**config.mk**
```make
export PLATFORM = sky130hd
export DESIGN_NAME = spi_frame_tx
export DESIGN_NICKNAME = d
export VERILOG_FILES = /design/src/rtl/spi_frame_pkg.sv /design/src/rtl/frame_fifo.sv /design/src/rtl/spi_frame_tx.sv
export SDC_FILE = /design/constraint.sdc
export NUM_CORES = 1
export LEC_CHECK = 0
export BUFFER_PORTS_ARGS = -buffer_cell sky130_fd_sc_hd__buf_2
export CORE_UTILIZATION = 25
export CTS_CLUSTER_DIAMETER = 60
export DETAILED_ROUTE_END_ITERATION = 6
export MAX_ROUTING_LAYER = met4
export SLEW_MARGIN = 15
export SYNTH_ARGS = -nofsm -noshare
export SYNTH_HDL_FRONTEND = slang
export SYNTH_HIERARCHICAL = 1
export SYNTH_SLANG_ARGS = --single-unit
```
**constraint.sdc**
```tcl
create_clock -name clk -period 2.2 [get_ports clk]
set_input_delay 0.22 -clock clk [delete_from_list [all_inputs] [get_ports clk]]
set_output_delay 0.22 -clock clk [all_outputs]
set_load 0.005 [all_outputs]
```
**src/rtl/spi_frame_pkg.sv**
```systemverilog
// Shared constants and frame construction for the SPI frame transmitter.
//   FRAME_W     : bits per serial frame
//   DATA_W      : payload width
//   FIFO_DEPTH  : input buffer entries
//   IDLE_FRAME  : all-ones frame sent when nothing is buffered
//   START_BIT / PAR_BIT / STOP_BIT : bit positions inside a frame
//   build_frame : payload byte -> 11-bit data frame
package spi_frame_pkg;

    localparam int unsigned FRAME_W    = 11;
    localparam int unsigned DATA_W     = 8;
    localparam int unsigned FIFO_DEPTH = 4;

    localparam logic [FRAME_W-1:0] IDLE_FRAME = 11'h7FF;

    localparam int unsigned START_BIT = 0;
    localparam int unsigned PAR_BIT   = 9;
    localparam int unsigned STOP_BIT  = 10;

    // Start 0, payload LSB first in bits 8:1, even parity, stop 1.
    function automatic logic [FRAME_W-1:0] build_frame(input logic [DATA_W-1:0] data);
        logic [FRAME_W-1:0] f;
        f                          = '0;
        f[START_BIT]               = 1'b0;
        f[PAR_BIT-1:START_BIT+1]   = data;
        f[PAR_BIT]                 = ^data;
        f[STOP_BIT]                = 1'b1;
        return f;
    endfunction

endpackage

```
**src/rtl/frame_fifo.sv**
```systemverilog
// Synchronous first-in first-out byte buffer feeding the frame serializer.
//   clk, rst_n   : clock, asynchronous active-low reset
//   i_push       : write i_push_data (ignored when full)
//   i_pop        : drop the head entry (ignored when empty)
//   o_pop_data   : current head entry
//   o_count      : number of stored entries, 0..DEPTH
//   o_full       : o_count == DEPTH
//   o_empty      : o_count == 0
module frame_fifo #(
    parameter int unsigned DATA_W = 8,
    parameter int unsigned DEPTH  = 4,
    parameter int unsigned CNT_W  = $clog2(DEPTH + 1)
) (
    input  logic              clk,
    input  logic              rst_n,
    input  logic              i_push,
    input  logic [DATA_W-1:0] i_push_data,
    input  logic              i_pop,
    output logic [DATA_W-1:0] o_pop_data,
    output logic [CNT_W-1:0]  o_count,
    output logic              o_full,
    output logic              o_empty
);

    localparam int unsigned PTR_W = (DEPTH > 1) ? $clog2(DEPTH) : 1;

    logic [DATA_W-1:0] r_mem [DEPTH];
    logic [PTR_W-1:0]  r_wr_ptr;
    logic [PTR_W-1:0]  r_rd_ptr;
    logic [CNT_W-1:0]  r_count;

    logic w_do_push;
    logic w_do_pop;

    assign o_full     = (r_count == CNT_W'(DEPTH));
    assign o_empty    = (r_count == '0);
    assign o_count    = r_count;
    assign o_pop_data = r_mem[r_rd_ptr];

    assign w_do_push = i_push && !o_full;
    assign w_do_pop  = i_pop && !o_empty;

    // Storage needs no reset; the count decides what is valid.
    always_ff @(posedge clk) begin
        if (w_do_push) begin
            r_mem[r_wr_ptr] <= i_push_data;
        end
    end

    // Pointers wrap naturally because DEPTH is a power of two.
    always_ff @(posedge clk or negedge rst_n) begin
        if (!rst_n) begin
            r_wr_ptr <= '0;
            r_rd_ptr <= '0;
            r_count  <= '0;
        end else begin
            if (w_do_push) begin
                r_wr_ptr <= r_wr_ptr + PTR_W'(1);
            end
            if (w_do_pop) begin
                r_rd_ptr <= r_rd_ptr + PTR_W'(1);
            end
            unique case ({w_do_push, w_do_pop})
                2'b10:   r_count <= r_count + CNT_W'(1);
                2'b01:   r_count <= r_count - CNT_W'(1);
                default: r_count <= r_count;
            endcase
        end
    end

endmodule

```
**src/rtl/spi_frame_tx.sv**
```systemverilog
// Serial frame transmitter: buffers payload bytes and streams 11-bit frames
// back-to-back, one bit per clock, inserting idle frames when empty.
//   clk, rst_n  : clock, asynchronous active-low reset
//   tx_data     : payload byte offered
//   tx_valid    : tx_data offered this cycle
//   tx_ready    : byte accepted this cycle (buffer not full)
//   tx          : registered serial output, frame bit 0 first
//   fifo_count  : buffered bytes
//   frames_sent : data frames completed, modulo 64
module spi_frame_tx #(
    parameter int unsigned DATA_W     = spi_frame_pkg::DATA_W,
    parameter int unsigned FIFO_DEPTH = spi_frame_pkg::FIFO_DEPTH
) (
    input  logic              clk,
    input  logic              rst_n,
    input  logic [DATA_W-1:0] tx_data,
    input  logic              tx_valid,
    output logic              tx_ready,
    output logic              tx,
    output logic [2:0]        fifo_count,
    output logic [5:0]        frames_sent
);

    import spi_frame_pkg::*;

    logic [3:0]         r_bit_idx;
    logic [FRAME_W-1:0] r_frame;
    logic               r_tx;
    logic [5:0]         r_frames_sent;

    logic [3:0]         w_bit_idx_d;
    logic [FRAME_W-1:0] w_frame_d;
    logic [FRAME_W-1:0] w_shifted;
    logic               w_tx_d;
    logic               w_boundary;
    logic               w_pop;
    logic               w_full;
    logic               w_empty;
    logic [DATA_W-1:0]  w_head;

    // Readiness ignores a same-cycle pop so a full buffer never takes a byte.
    assign tx_ready = !w_full;

    assign w_boundary = (r_bit_idx == 4'(STOP_BIT));
    assign w_pop      = w_boundary && !w_empty;

    frame_fifo #(
        .DATA_W (DATA_W),
        .DEPTH  (FIFO_DEPTH),
        .CNT_W  (3)
    ) u_fifo (
        .clk         (clk),
        .rst_n       (rst_n),
        .i_push      (tx_valid),
        .i_push_data (tx_data),
        .i_pop       (w_pop),
        .o_pop_data  (w_head),
        .o_count     (fifo_count),
        .o_full      (w_full),
        .o_empty     (w_empty)
    );

    always_comb begin
        w_bit_idx_d = r_bit_idx + 4'd1;
        w_frame_d   = r_frame;
        if (w_boundary) begin
            w_bit_idx_d = 4'd0;
            w_frame_d   = w_empty ? IDLE_FRAME : build_frame(w_head);
        end
        // tx always shows frame_reg[bit_idx]; precompute it for the next state.
        w_shifted = w_frame_d >> w_bit_idx_d;
        w_tx_d    = w_shifted[0];
    end

    always_ff @(posedge clk or negedge rst_n) begin
        if (!rst_n) begin
            r_bit_idx     <= 4'd0;
            r_frame       <= IDLE_FRAME;
            r_tx          <= 1'b1;
            r_frames_sent <= 6'd0;
        end else begin
            r_bit_idx <= w_bit_idx_d;
            r_frame   <= w_frame_d;
            r_tx      <= w_tx_d;
            if (w_boundary && !r_frame[START_BIT]) begin
                r_frames_sent <= r_frames_sent + 6'd1;
            end
        end
    end

    assign tx          = r_tx;
    assign frames_sent = r_frames_sent;

endmodule

```
After elaboration in Yosys (flattened, before gate mapping)
Memories as Yosys holds them, arrays and structs flattened.
Cells that the tools add are included.
Word-level totals
  memories: 1
  RAM bits: 32
  word-level logic and storage cells: 35
  register bits: 29
  bits of input ports: 11
Memory list
  u_fifo.r_mem: depth 4, bits a word 8, rd ports 1, clocked after Yosys merged registers in 0, wr ports 1, RTL line frame_fifo.sv:27  | logic [DATA_W-1:0] r_mem [DEPTH];
Operators by class
  muxes and demuxes: 6
  eq/ne operators: 4
  shift operators: 1
  reduce and logical (&&, ||, !) cells: 10
  $add $sub $neg: 6
Operators with widths (number)
  $mux W11: 1
  $shr A11 B4 Y1: 1
  $mux W10: 1
  $reduce_xor A8 Y1: 1
  $add A6 B1 Y6 const B: 1
  $pmux W3 S2: 1
  $add A2 B1 Y2 const B: 2
  $add A4 B1 Y4 const B: 1
  $eq A4 B4 Y1 const B: 1
  $logic_and A1 B1 Y1: 4
  $mux W4: 1
  $add A3 B1 Y3 const B: 1
  $eq A3 B3 Y1 const B: 1
  $logic_not A1 Y1: 3
  $logic_not A3 Y1: 1
  $sub A3 B1 Y3 const B: 1
  $eq A2 B1 Y1 const B: 1
  $eq A2 B2 Y1 const B: 1
  $mux W1: 2
  $reduce_bool A2 Y1: 1

Logic depth before layout (Yosys ltp)
  depth in word-level cells: 6
  gate-level depth with buffers: 13

Cells and area by module
The synthesis kept the hierarchy.
By module, submodules not included
  frame_fifo: cells each 79, area each 1592.8 um2, sequential area each 1136.1 um2, instances 1
  spi_frame_tx: cells each 109, area each 1182.4 um2, sequential area each 565.5 um2, instances 1

Least setup slack after synthesis
No wires, ideal clock.
  kind: reg-to-reg
  from: register r_bit_idx[0]
  to: register u_fifo.r_count[2] (netlist: u_fifo/o_count[2])
  data required time: 2.121 ns
  data arrival time: 2.328 ns
  buffers on the path: 2
  clock period less this slack: 2.407 ns
  setup slack: -0.207 ns
  stages on the path, launching flop included: 14
  cell sequence: dfrtp_1 > buf_6 > inv_1 > ha_1 > nand3b_4 > buf_4 > nor2_1 > o31a_2 > ha_1 > inv_1 > fa_1 > xor2_1 > nor2_1 > xor2_1
Between the ends
  cells in the longest elaborated chain, start to end: 5
RTL lines
  start, declared: RTL line spi_frame_tx.sv:26  | logic [3:0] r_bit_idx;
  start signal, assigned: RTL line spi_frame_tx.sv:82  | r_bit_idx <= w_bit_idx_d;
  $eq A4 B4 Y1 *: RTL line spi_frame_tx.sv:44  | assign w_boundary = (r_bit_idx == 4'(STOP_BIT));
  $logic_and A1 B1 Y1 *: RTL line spi_frame_tx.sv:45  | assign w_pop = w_boundary && !w_empty;
  via w_pop: RTL line spi_frame_tx.sv:36  | logic w_pop;
  $logic_and A1 B1 Y1 *: RTL line frame_fifo.sv:41  | assign w_do_pop = i_pop && !o_empty;
  via u_fifo.w_do_pop: RTL line frame_fifo.sv:33  | logic w_do_pop;
  $eq A2 B1 Y1 or $eq A2 B2 Y1 (tied branches): RTL line frame_fifo.sv:63  | unique case ({w_do_push, w_do_pop})
  $pmux W3 S2 or $reduce_bool A2 Y1 (tied branches)
  end signal, assigned: RTL line frame_fifo.sv:64  | 2'b10: r_count <= r_count + CNT_W'(1);
  end signal, assigned: RTL line frame_fifo.sv:65  | 2'b01: r_count <= r_count - CNT_W'(1);
  end signal, assigned: RTL line frame_fifo.sv:66  | default: r_count <= r_count;
  end, declared: RTL line frame_fifo.sv:30  | logic [CNT_W-1:0] r_count;
Mark *: on every way through the listed nets, which the timed path passes. The rest lies on a longest branch.
A chain may end at the register's enable or synchronous reset.

Worst setup path after layout
  from: register r_bit_idx[1]
  to: register u_fifo.r_count[2] (netlist: u_fifo/o_count[2])
The elaborated chain is that of the path after synthesis.

==> impl_results.md <==
- Vias: 1,493
- Total gr overflow: 0
- Crit path arrival time: 2.29 ns
- CTS Root Cell: clkbuf_8
- Async SR Flop Fraction: 47.5%
- Seq/Total Area, Yosys: 61.3%
- Post-synth top cells: 32 x edfxtp_1, 17 x dfrtp_1, 15 x nand2_1, 15 x nor2_1, 15 x xnor2_1
- Clock buffer count from CTS: 9
- Top-area cell type share of the netlist area: 34.6%
- Slowest cell on crit path: dfrtp_1
- LEAKAGE: 0.00128 uW
- Pwr dens: 1250 nW/um^2
- Final Hold Vio Count: 0
- Antenna viol nets, final: 0
- Final wirelength: 4600 um
- I/O pin cnt: 22
- Clock period minus worst slack: 2.02 ns
- WHS: 0.0979 ns
- Synthesized area: 2780 um^2
- Core area: 10,800 um^2
- RSZ-0062 raised after global routing: false
- Reg2reg setup slack: 0.18 ns
- Final net count: 239
- WL/cell: 12.6 um
- Delay-heaviest family, CP: adder cells
- Clock Skew: 0.0121 ns
- Worst-path clk slew: 0.08 ns
- Worst hold-check path type: input port to flop
- Largest net degree at the start of global routing: 30
- Synthesis-to-finish area growth: 18.8%
- Max-cap violations: 0
- Synth top area cells: edfxtp_1 35%, dfrtp_1 15%, dfstp_2 11%
- Required time worst endpoint: 2.47 ns
- Reg2Reg Depth: 10
- Detailed Routing Iterations Pass 1: 4
- Row cnt: 38
- Worst slew pin tran: 0.654 ns
- Top-count cell post-synth: edfxtp_1
- Seq. cell area: 1700 um^2
- Detailed-route DRC error count: 0
- Yosys cell types: 42
- Syn_nets: 208
- Worst Path Buf+Inv: 1
- Setup violators final: 0
- Area of the multi-input gates: 1040 um^2
- Crit Path Class: flop to flop
- Reg2reg start: r_bit_idx[1]
- Htree depth: 3
- Post-Syn Instances: 188
- Total Power: 4130 uW
- Synthesis Warnings: 6
- Total Neg Setup Slack: 0 ns
- Post-route clock period utilization: 91.8%
- Initial antenna violation count: 0
- Worst hold start: tx_data[6]
- Final slew viol count: 0
- Clk_lat worst skew: 0.34 ns
- Dpl cell area: 3090 um^2
- DIE WIDTH: 107 um
- CTS Sinks: 61
- Element type at the critical path end: flop
- Yosys reg bits: 61
- Gpl congestion: 0.723
- Antenna Cells: 0
- Primary FF master, synth: edfxtp_1
- Hold Path Cell Cnt: 1
- Slew headroom: 56.4%
- CTS max path bufs: 2
- Crit-path max FO: 6
- Starting density of the core: 25.6%
- Run status: finished clean
- Gr usage total: 9.26%
- Reg2Reg Capture Point: u_fifo/o_count[2]
- Cells along the critical path: ha_4 -> nand3b_4 -> nor2_4 -> o31a_4 -> ha_4 -> inv_1 -> fa_2 -> xor2_1 -> nor2_1 -> xor2_1
- Dpl hpwl: 3150 um
- Vias in the first global route: 1,599
- I/O Buffers: 21
- Share of cells above drive strength 1: 38.8%
- Max Fclk: 495 MHz
- Peak supply drop: 0.000629 V
- Average cell area after synthesis: 14.8 um^2
- Die ar.: 11,500 um^2
- EDFF count, synth: 32
- Via/cell ratio: 4.10
- Max incr delay on CP: 0.45 ns
- CP startpoint kind: flop
- Hold EP: u_fifo/r_mem[1][6]
- DR iter-0 viols: 50
- First-pass GRT wire length: 7650 um
- Design area: 3300 um^2
- TritonCTS clock tree: built
- Die height: 107 um
- Fill count: 1,122
- Leading area contributor after synthesis: edfxtp_1
- Util after Layout: 30.4%
[metal layers]
metal	vias up	wire, um	global-route usage, %
met5	-	0	-
met4	0	86	5.58
met3	10	133	2.06
met2	17	2230	14.6
met1	733	2150	10.9
li1	733	-	-
[cell usage in the layout, fill, tap and decap left out, drive strengths merged, types with 5 or more instances in the layout]
cell type	synthesis	layout
nor2	17	17
xnor2	15	15
nand2	15	15
ha	8	8
mux4	10	10
clkbuf	1	9
dfrtp	17	17
dfstp	12	12
o21ai	8	8
and2	5	5
buf	6	26
edfxtp	32	32
inv	9	10
[area by class of cell]
cell class              count  share of cell area (%)
flip-flops and latches     61                    51.6
well taps                 140                    5.31
multi-input cells         111                    31.4
inverters                   9                    1.02
clock buffers               9                    3.76
clock inverters             7                    2.24
repair buffers             27                    4.63
[kinds of logic (layout without fill, tap and decap cells)]
| family | after synthesis | count (layout) | synth area share [%] |
|---|---|---|---|
| xor+xnor | 19 | 19 | 6.00 |
| flops | 61 | 61 | 61.3 |
| buf+inv | 16 | 52 | 2.84 |
| compound gates | 19 | 19 | 5.32 |
| simple gates | 50 | 50 | 10.4 |
| mux | 14 | 14 | 9.78 |
| fa+ha+maj | 9 | 9 | 4.33 |
[report_power, final]
group          leakage [uW]  switching (uW)  internal (uW)
Sequential         0.000626             221           1600
Combinational      0.000555             635            682
Clock             0.0000996             460            526
Total               0.00128            1320           2810
[flip-flops by register name, summed over array words and instances (netlist names)]
name             count
tx                   1
frames_sent          6
u_fifo/r_rd_ptr      2
r_frame             11
u_fifo/r_wr_ptr      2
r_bit_idx            4
u_fifo/r_mem        32
u_fifo/o_count       3
[worst max path at each step]
stage	start	to	slack (ns)	cells after the start
2_1_floorplan	r_bit_idx[0]	u_fifo/o_count[2]	0.02	13
3_3_place_gp	r_bit_idx[1]	u_fifo/o_count[2]	0.24	10
3_5_place_dp	r_bit_idx[1]	u_fifo/o_count[2]	0.17	10
4_1_cts	r_bit_idx[1]	u_fifo/o_count[2]	0.16	10
5_1_grt	r_bit_idx[1]	u_fifo/o_count[2]	0.07	10
6_report	r_bit_idx[1]	u_fifo/o_count[2]	0.18	10
[per-stage QoR]
stage	std cells	setup slack, ns
6_report	364	0.181
5_1_grt	364	0.0718
3_3_place_gp	347	0.241
4_1_cts	364	0.160
3_5_place_dp	347	0.168
2_1_floorplan	188	0.0223
[timing repair]
| item | 4_1_cts | 5_1_grt |
|---|---|---|
| resized for setup | 0 | 0 |
| endpoints found under the hold margin | 17 | 0 |
| setup buffers | 0 | 0 |
| hold buffers | 1 | 0 |
Power figures use the tool's default switching activity.
